### src/rtl/tdm_demux_pkg.sv
// Shared definitions for the TDM select/mux path (demux receive side and mux-side framer).
//   tdm_state_e : frame alignment state, StHunt (searching for sync) / StLocked (aligned)
//   CH_DEFAULT, W_DEFAULT : default channel count and word width
//   SLOT_W, BIT_W : slot and bit counter widths for the default geometry
package tdm_demux_pkg;

  localparam int unsigned CH_DEFAULT = 4;
  localparam int unsigned W_DEFAULT  = 8;
  localparam int unsigned SLOT_W     = $clog2(CH_DEFAULT);
  localparam int unsigned BIT_W      = $clog2(W_DEFAULT);

  typedef enum logic [0:0] {
    StHunt   = 1'b0,
    StLocked = 1'b1
  } tdm_state_e;

endpackage

### src/rtl/tdm_demux.sv
// TDM demultiplexer: splits one channel-interleaved serial stream (slot k = channel k) back into
// CH parallel W-bit words. Locks on frame_sync at slot 0, presents a full word set with a
// one-cycle out_valid strobe and flags alignment violations with a one-cycle sync_err strobe.
// Ports:
//   clk        : clock, all logic on posedge
//   rst        : synchronous active-high reset
//   din        : serial bit of current slot
//   din_valid  : qualifies din/frame_sync; nothing moves while low
//   frame_sync : marks the slot-0 bit of each frame
//   out_data   : channel k word at out_data[k*W +: W]
//   out_valid  : one-cycle strobe, out_data updated
//   locked     : frame alignment held
//   slot       : slot index expected for the next accepted bit
//   sync_err   : one-cycle strobe, alignment violation
module tdm_demux
  import tdm_demux_pkg::*;
#(
  parameter int unsigned CH = CH_DEFAULT,
  parameter int unsigned W  = W_DEFAULT
) (
  input  logic                    clk,
  input  logic                    rst,
  input  logic                    din,
  input  logic                    din_valid,
  input  logic                    frame_sync,
  output logic [CH*W-1:0]         out_data,
  output logic                    out_valid,
  output logic                    locked,
  output logic [$clog2(CH)-1:0]   slot,
  output logic                    sync_err
);

  localparam int unsigned SlotW = $clog2(CH);
  localparam int unsigned BitW  = $clog2(W);

  localparam logic [SlotW-1:0] SlotLast = SlotW'(CH - 1);
  localparam logic [BitW-1:0]  BitLast  = BitW'(W - 1);

  tdm_state_e       state_q, state_d;
  logic [SlotW-1:0] slot_q, slot_d;
  logic [BitW-1:0]  bit_cnt_q, bit_cnt_d;
  logic [W-1:0]     sh_q [CH];
  logic [W-1:0]     sh_d [CH];
  logic [CH*W-1:0]  out_data_q, out_data_d;
  logic             out_valid_q, out_valid_d;
  logic             sync_err_q, sync_err_d;

  always_comb begin
    state_d     = state_q;
    slot_d      = slot_q;
    bit_cnt_d   = bit_cnt_q;
    sh_d        = sh_q;
    out_data_d  = out_data_q;
    out_valid_d = 1'b0;
    sync_err_d  = 1'b0;

    if (din_valid) begin
      unique case (state_q)
        StHunt: begin
          if (frame_sync) begin
            // Sync bit opens a fresh word set as channel 0's first bit.
            state_d   = StLocked;
            for (int k = 0; k < CH; k++) sh_d[k] = '0;
            sh_d[0]   = {{(W-1){1'b0}}, din};
            slot_d    = SlotW'(1);
            bit_cnt_d = '0;
          end
        end

        StLocked: begin
          if (frame_sync && (slot_q != '0)) begin
            // Early sync: realign on this bit, dropping the partial set.
            sync_err_d = 1'b1;
            for (int k = 0; k < CH; k++) sh_d[k] = '0;
            sh_d[0]    = {{(W-1){1'b0}}, din};
            slot_d     = SlotW'(1);
            bit_cnt_d  = '0;
          end else if (!frame_sync && (slot_q == '0)) begin
            // Missing sync: alignment lost, bit dropped.
            sync_err_d = 1'b1;
            state_d    = StHunt;
            for (int k = 0; k < CH; k++) sh_d[k] = '0;
            slot_d     = '0;
            bit_cnt_d  = '0;
          end else begin
            sh_d[slot_q] = {sh_q[slot_q][W-2:0], din};
            if (slot_q == SlotLast) begin
              slot_d = '0;
              if (bit_cnt_q == BitLast) begin
                bit_cnt_d   = '0;
                out_valid_d = 1'b1;
                // Uses sh_d so the final bit of the last channel is included.
                for (int k = 0; k < CH; k++) out_data_d[k*W +: W] = sh_d[k];
              end else begin
                bit_cnt_d = bit_cnt_q + BitW'(1);
              end
            end else begin
              slot_d = slot_q + SlotW'(1);
            end
          end
        end

        default: state_d = StHunt;
      endcase
    end
  end

  always_ff @(posedge clk) begin
    if (rst) begin
      state_q     <= StHunt;
      slot_q      <= '0;
      bit_cnt_q   <= '0;
      for (int k = 0; k < CH; k++) sh_q[k] <= '0;
      out_data_q  <= '0;
      out_valid_q <= 1'b0;
      sync_err_q  <= 1'b0;
    end else begin
      state_q     <= state_d;
      slot_q      <= slot_d;
      bit_cnt_q   <= bit_cnt_d;
      for (int k = 0; k < CH; k++) sh_q[k] <= sh_d[k];
      out_data_q  <= out_data_d;
      out_valid_q <= out_valid_d;
      sync_err_q  <= sync_err_d;
    end
  end

  assign out_data  = out_data_q;
  assign out_valid = out_valid_q;
  assign sync_err  = sync_err_q;
  assign slot      = slot_q;
  assign locked    = (state_q == StLocked);

endmodule

### config.mk
export PLATFORM = sky130hd
export DESIGN_NAME = tdm_demux
export DESIGN_NICKNAME = d
export VERILOG_FILES = /design/src/rtl/tdm_demux_pkg.sv /design/src/rtl/tdm_demux.sv
export SDC_FILE = /design/constraint.sdc
export NUM_CORES = 1
export LEC_CHECK = 0
export CELL_PAD_IN_SITES_DETAIL_PLACEMENT = 1
export CELL_PAD_IN_SITES_GLOBAL_PLACEMENT = 1
export CORE_AREA = 2 2 89 91
export DETAILED_ROUTE_END_ITERATION = 10
export DIE_AREA = 0 0 91 93
export PLACE_DENSITY_LB_ADDON = 0.1
export SYNTH_ARGS = -nofsm -noshare
export SYNTH_HDL_FRONTEND = slang
export SYNTH_SLANG_ARGS = --single-unit
### constraint.sdc
create_clock -name clk -period 2.9 [get_ports clk]
set_clock_uncertainty 0.2 [all_clocks]
set_input_delay 0.58 -clock clk [delete_from_list [all_inputs] [get_ports clk]]
set_output_delay 0.58 -clock clk [all_outputs]
set_load 0.02 [all_outputs]
==> impl_metrics.ini <==
[cells_and_area]
fin_util_pct = 51.5
fin_nets = 354
area_growth_syn_to_layout_pct = 22.4
antenna_cells = 0
design_area_sq_mm = 0.00388
drive_gt1_share_pct = 13.0

[logic_synthesis]
async_flop_share_pct = 0
syn_area_sq_mm = 0.00317
ys_top_cells_by_count = dfxtp_1, nor2_1, a211oi_1, mux2i_1, a22o_1
synth_edf_count = 0
postSynthAreaPerCell_sq_um = 10.5
synth_xor_area_share_pct = 0
yosysUniqueCellTypes = 34
synth_area_leaders = dfxtp_1, mux2i_1, a22o_1, a211oi_1, mux4_2
ys_ff_latch = 72
synth.largest_area_cell = dfxtp_1
ys_warn_count = 0
yosysTopAreaCellShare_pct = 45.5
synth-compound-area-share_pct = 23.0
synthAdderAreaFrac_pct = 3.16
synth-main-ff-cell = dfxtp_1
synth_top_family_by_area = compound AO/OA/AOI/OAI gates
ys_seq_area_share_pct = 45.5
syn_nets = 316
synthMuxAreaShare_pct = 15.1
synthSimpleGateAreaFrac_pct = 8.81
yosysMostFrequentCell = dfxtp_1
syn_inst = 303

[placement]
dp.final_hpwl_mm = 5.62
place_ws_ns = 0.326
portBuffers = 41
placed_area_sq_mm = 0.00370
gp_congestion = 0.804

[clocking]
cts_num_sinks = 72
insertion_delay_ns = 0.35
cts_tree = built
post_cts_buffers = 0
cts_root_buffer = clkbuf_8
htreeDepth = 3
clkTransAtPathRegs_ns = 0.07
cts_buffers = 9
clockBufferDepth = 2
cts_hold_buf = 0
postCtsResizedCells = 0

[drt]
wl_met1_mm = 3.99
drtIter0Drc = 103
via_per_inst = 5.61
drtAntennaViolNets = 0
wl_met2_mm = 3.67
wl_mm = 8.06
highest_layer = met4
num_vias = 2512
wl_per_cell_um = 18.0
drt_first_pass_iters = 5
drc = 0
wl_met3_um = 298

[grt]
track_usage_pct = 19.8
antenna_found_initial = 0
first_global_vias = 2456
grt_overflow = 0
grt_pass1_wl_mm = 13.1
grt_max_degree = 39

[floorplan]
dieWidth_um = 91
core-area_sq_mm = 0.00753
num_rows = 32
die_y_um = 93
initial_core_util_pct = 42.1
dieArea_sq_mm = 0.00846
io_pins = 42

[sta]
rsz0062_at_grt = no
hold_violations = 0
finalSetupViolations = 0
worstMarginPinSlew_ns = 0.623
whs_ns = 0.286
min_period_over_period_pct = 81.0
finalWorstSetupSlack_ns = 0.552
finalMaxSlewViolations = 0
slew_headroom_pct = 58.5
period_minus_slack_ns = 2.35
tns_ns = 0
fmax_mhz = 426

[pwr]
p_leak_nw = 1.32
powerDensity_mw_per_mm2 = 481
vdd_drop_max_uv = 235

[critical_path]
path_cells = buf_4 > clkdlybuf4s50_1
start_kind = flop
critical_path.max_stage_delay_ns = 0.65
path_buf_inv = 2
arrival_ns = 1.57
critPathSlowestCell = clkdlybuf4s50_1
worstSetupPathType = reg -> out
end_kind = output pin
cp_top_family = buffers and inverters
crit_fanout = 13
rrSetupSlack_ns = 0.78
worstPathRequired_ns = 2.12

[flow_run]
drv_cap = 0

[run_status]
status = completed

[hold_path]
hp-class = reg -> reg
==> layer usage <==
metal  up-vias  GRT usage (%)
li1       1217              -
met1      1231           26.8
met2        56           31.3
met3         8           4.27
met4         0           7.20
met5         -              0
==> where the power goes <==
| group | switching [mW] | internal, mW | total [mW] |
|---|---|---|---|
| Combinational | 0.0849 | 0.0528 | 0.138 |
| Clock | 0.396 | 0.335 | 0.731 |
| Sequential | 0.00471 | 0.991 | 0.996 |
| Total | 0.486 | 1.38 | 1.86 |
==> stage by stage <==
step,std cells,power [mW]
5_1_grt,448,1.94
3_5_place_dp,432,1.16
3_3_place_gp,432,1.16
2_1_floorplan,303,1.11
4_1_cts,448,1.89
6_report,448,1.86
==> registers in the layout, summed over array words and instances (netlist names) <==
name	cells
locked	1
out_valid	1
sync_err	1
out_data	32
slot	2
sh_q	32
bit_cnt_q	3
==> worst paths after layout <==
| path | startpoint | end | cells past startpoint |
|---|---|---|---|
| setup / recovery | slot[0] | slot[0] | 2 |
| hold / removal | sh_q[7] | sh_q[7] | 1 |
| setup reg to reg | slot[0] | sh_q[21] | 5 |
| hold reg to reg | sh_q[7] | sh_q[7] | 1 |
==> area by class of cell <==
type | count | area (sq um)
fill | 874 | 3650
clock inverter | 6 | 42.5
multi-input combinational | 200 | 1580
tap | 102 | 128
sequential | 72 | 1440
inverter | 2 | 7.51
timing repair buffer | 56 | 536
clock buffer | 10 | 138
==> layout by cell type, fill, tap and decap left out, drive strengths merged, types with 2 or more instances in the layout <==
master	synthesis	layout
a211oi	33	33
a21oi	11	11
a221oi	2	2
a22o	31	31
a32o	2	2
and2	4	4
buf	15	15
clkbuf	14	10
clkdlybuf4s50	0	41
clkinv	0	3
clkinvlp	0	2
dfxtp	72	72
ha	8	8
inv	2	3
mux2i	32	32
mux4	7	7
nand2	6	6
nand2b	4	4
nand3	4	4
nand4	2	2
nor2	35	35
nor3	3	3
o21ai	6	6
o21ba	3	3
==> kinds of logic after synthesis <==
logic type | after synthesis
compound gates | 92
flops | 72
simple gates | 61
mux | 39
buf+inv | 31
fa+ha+maj | 8
Note: power is estimated with default switching activity, not from simulation.
==> edit, RTL diff (config.mk and constraints unchanged) <==
The package constant `W_DEFAULT` goes from 8 to 4.
--- a/src/rtl/tdm_demux_pkg.sv
+++ b/src/rtl/tdm_demux_pkg.sv
@@ -5,7 +5,7 @@
 package tdm_demux_pkg;
 
   localparam int unsigned CH_DEFAULT = 4;
-  localparam int unsigned W_DEFAULT  = 8;
+  localparam int unsigned W_DEFAULT  = 4;
   localparam int unsigned SLOT_W     = $clog2(CH_DEFAULT);
   localparam int unsigned BIT_W      = $clog2(W_DEFAULT);
 
Ports: changed (resized out_data); port bits go from 42 to 26. The function was not compared with the original's and may differ.
==> edit against the original RTL <==
- power shrank 36%
- first-iteration DRC count grew 19%
- worst setup slack gained 0.087 ns
- final area shrank 39%
- combinational power shrank 26%
- synthesized area shrank 41%
- non-clock buffer count shrank 23
- wire length shrank 38%
- sequential cell count shrank 33
- highest routed layer unchanged
==> edit: results (changes against the original RTL) <==
Run status
  • Outcome: finished, final reports clean (unchanged)

Synthesis
  • Syn Nets: 212 (was 316)
  • Yosys Warn Count: 0 (unchanged)
  • Sequential share of the synthesized area: 41.49% (was 45.52%)
  • Netlist cell types: 34 (unchanged)
  • Synth area leaders: dfxtp_1, mux2i_1, a211oi_1, nor2_1, ha_1 (was dfxtp_1, mux2i_1, a22o_1, a211oi_1, mux4_2)
  • Most frequent cells after synthesis: dfxtp_1, nor2_1, a211oi_1, mux2i_1, inv_1 (was dfxtp_1, nor2_1, a211oi_1, mux2i_1, a22o_1)
  • Post-synth ARST share: 0% (unchanged)

Placed design
  • Place WS: 0.3497 ns (was 0.3255 ns)
  • PortBufs: 25 (was 41)
  • Gpl congestion: 0.7762 (was 0.8038)
  • DP Area: 2247 µm² (was 3696 µm²)
  • Final HPWL DP: 3.709 mm (was 5.625 mm)

CTS
  • Clock buffer depth: 2 (unchanged)
  • Worst-path clk slew: approximately 0.08 ns
  • CTS Root Cell: clkbuf_8 (unchanged)
  • CTS resizes: 0 (unchanged)
  • Num CTS Buffers: 5 (was 9)
  • Htree depth: 2 (was 3)
  • Clock Latency Late Sink: 0.29 ns (was 0.35 ns)
  • Post-CTS Setup Bufs: 0 (unchanged)

Routing
  • 1st-iter DRT viols: 123 (was 103)
  • First drt pass iteration count: 4 (was 5)
  • Final WL: 4.971 mm (was 8.061 mm)
  • Via count: 1,536 (was 2,512)

STA
  • Slew at the pin closest to its max-slew limit: 0.4455 ns (was 0.6231 ns)

Hold path
  • Hold depth: 2 (was 1)
  • Hold Crit Class: reg2reg (unchanged)

Global routing
  • First-pass GRT wire length: 8.438 mm (was 13.07 mm)
  • All-layer global routing usage: 12.53% (was 19.80%)
  • Initial antenna violation count: 0 (unchanged)
  • Vias in the first global route: 1,593 (was 2,456)
  • Largest net degree at the start of global routing: 32 (was 39)

Power and ir drop
  • Peak supply drop: 0.0003085 V (was 0.0002351 V)
  • Static leakage: 0.7860 nW (was 1.320 nW)
  • Switching Fraction: 22.81% (was 26.05%)

Setup path
  • FF-to-FF path depth: 7 (was 5)
  • CP max stage cell: clkdlybuf4s50_1 (unchanged)
  • Critical Path Fanout Max: 10 (was 13)
  • Crit-path leading delay family: compound AO/OA/AOI/OAI gates (was buffers and inverters)
  • Worst EP arrival: 2.26 ns (was 1.57 ns)
  • CP max stage delay: 0.56 ns (was 0.65 ns)

Cells and area
  • Fin nets: 238 (was 354)
  • Share of layout cells above drive strength 1: 9.251% (was 13.01%)
  • N_diodes: 0 (unchanged)
-- edit: cell types whose count changed after synthesis, sizes merged, moves of 4 or more --
cell and change:
a211oi -16, mux4 -4, buf -6, mux2i -16
o32ai +6, clkbuf -9, inv +12, a22o -26
dfxtp -33, nor2 -11
-- edit: worst min-delay path, stage by stage (launching register included) --
cell      delay (ns)
dfxtp_1         0.32
nand2b_1        0.07
o21ai_1         0.05
-- edit: layout make-up --
type / count / area (µm²)
multi-input cells: 133 / 963.4
clock inverters: 2 / 60.06
clock buffers: 6 / 72.57
flip-flops and latches: 39 / 780.7
repair buffers: 33 / 322.8
inverters: 14 / 52.55
well taps: 102 / 127.6
fillers: 895 / 5147
-- edit: per-layer routing --
layer / GRT usage, % / up-vias / part of all wire (%) / wire [µm]
li1: - / 765 / - / -
met1: 17.08 / 736 / 50 / 2474
met2: 19.69 / 30 / 45 / 2248
met3: 2.579 / 5 / 4.0 / 199
met4: 4.419 / 0 / 0.99 / 49
met5: 0 / - / 0 / 0
-- edit: power groups by stage --
stage	clock, mW	sequential [mW]	combinational [mW]
after floorplan	0	0.559	0.0621
after global placement	0	0.554	0.102
after detailed placement	0	0.554	0.102
after CTS	0.565	0.541	0.103
after global routing	0.587	0.542	0.112
final	0.550	0.541	0.102
-- edit: per-stage QoR --
step | hold WS (ns) | instances | power (mW)
2_1_floorplan | 0.2415 | 200 | 0.6213
3_3_place_gp | 0.2561 | 321 | 0.6553
3_5_place_dp | 0.2628 | 321 | 0.6562
4_1_cts | 0.2813 | 329 | 1.209
5_1_grt | 0.2959 | 329 | 1.241
6_report | 0.2769 | 329 | 1.193
-- edit: worst paths after layout --
kind | start | end | slack (ns)
worst max-delay path | frame_sync | sh_q[7] | 0.64
worst min-delay path | sh_q[3] | sh_q[3] | 0.28
worst max register to register | slot[0] | sh_q[7] | 0.69
worst min register to register | sh_q[3] | sh_q[3] | 0.28
-- edit: cells by family (layout without fill, tap and decap cells) --
kind of cell    count (synthesis)  after routing  synth area share (%)
simple gates                   56             56                 14.10
compound gates                 51             51                 20.35
flops                          39             39                 41.49
buf+inv                        28             55                 7.314
mux                            19             19                 12.10
fa+ha+maj                       7              7                 4.654
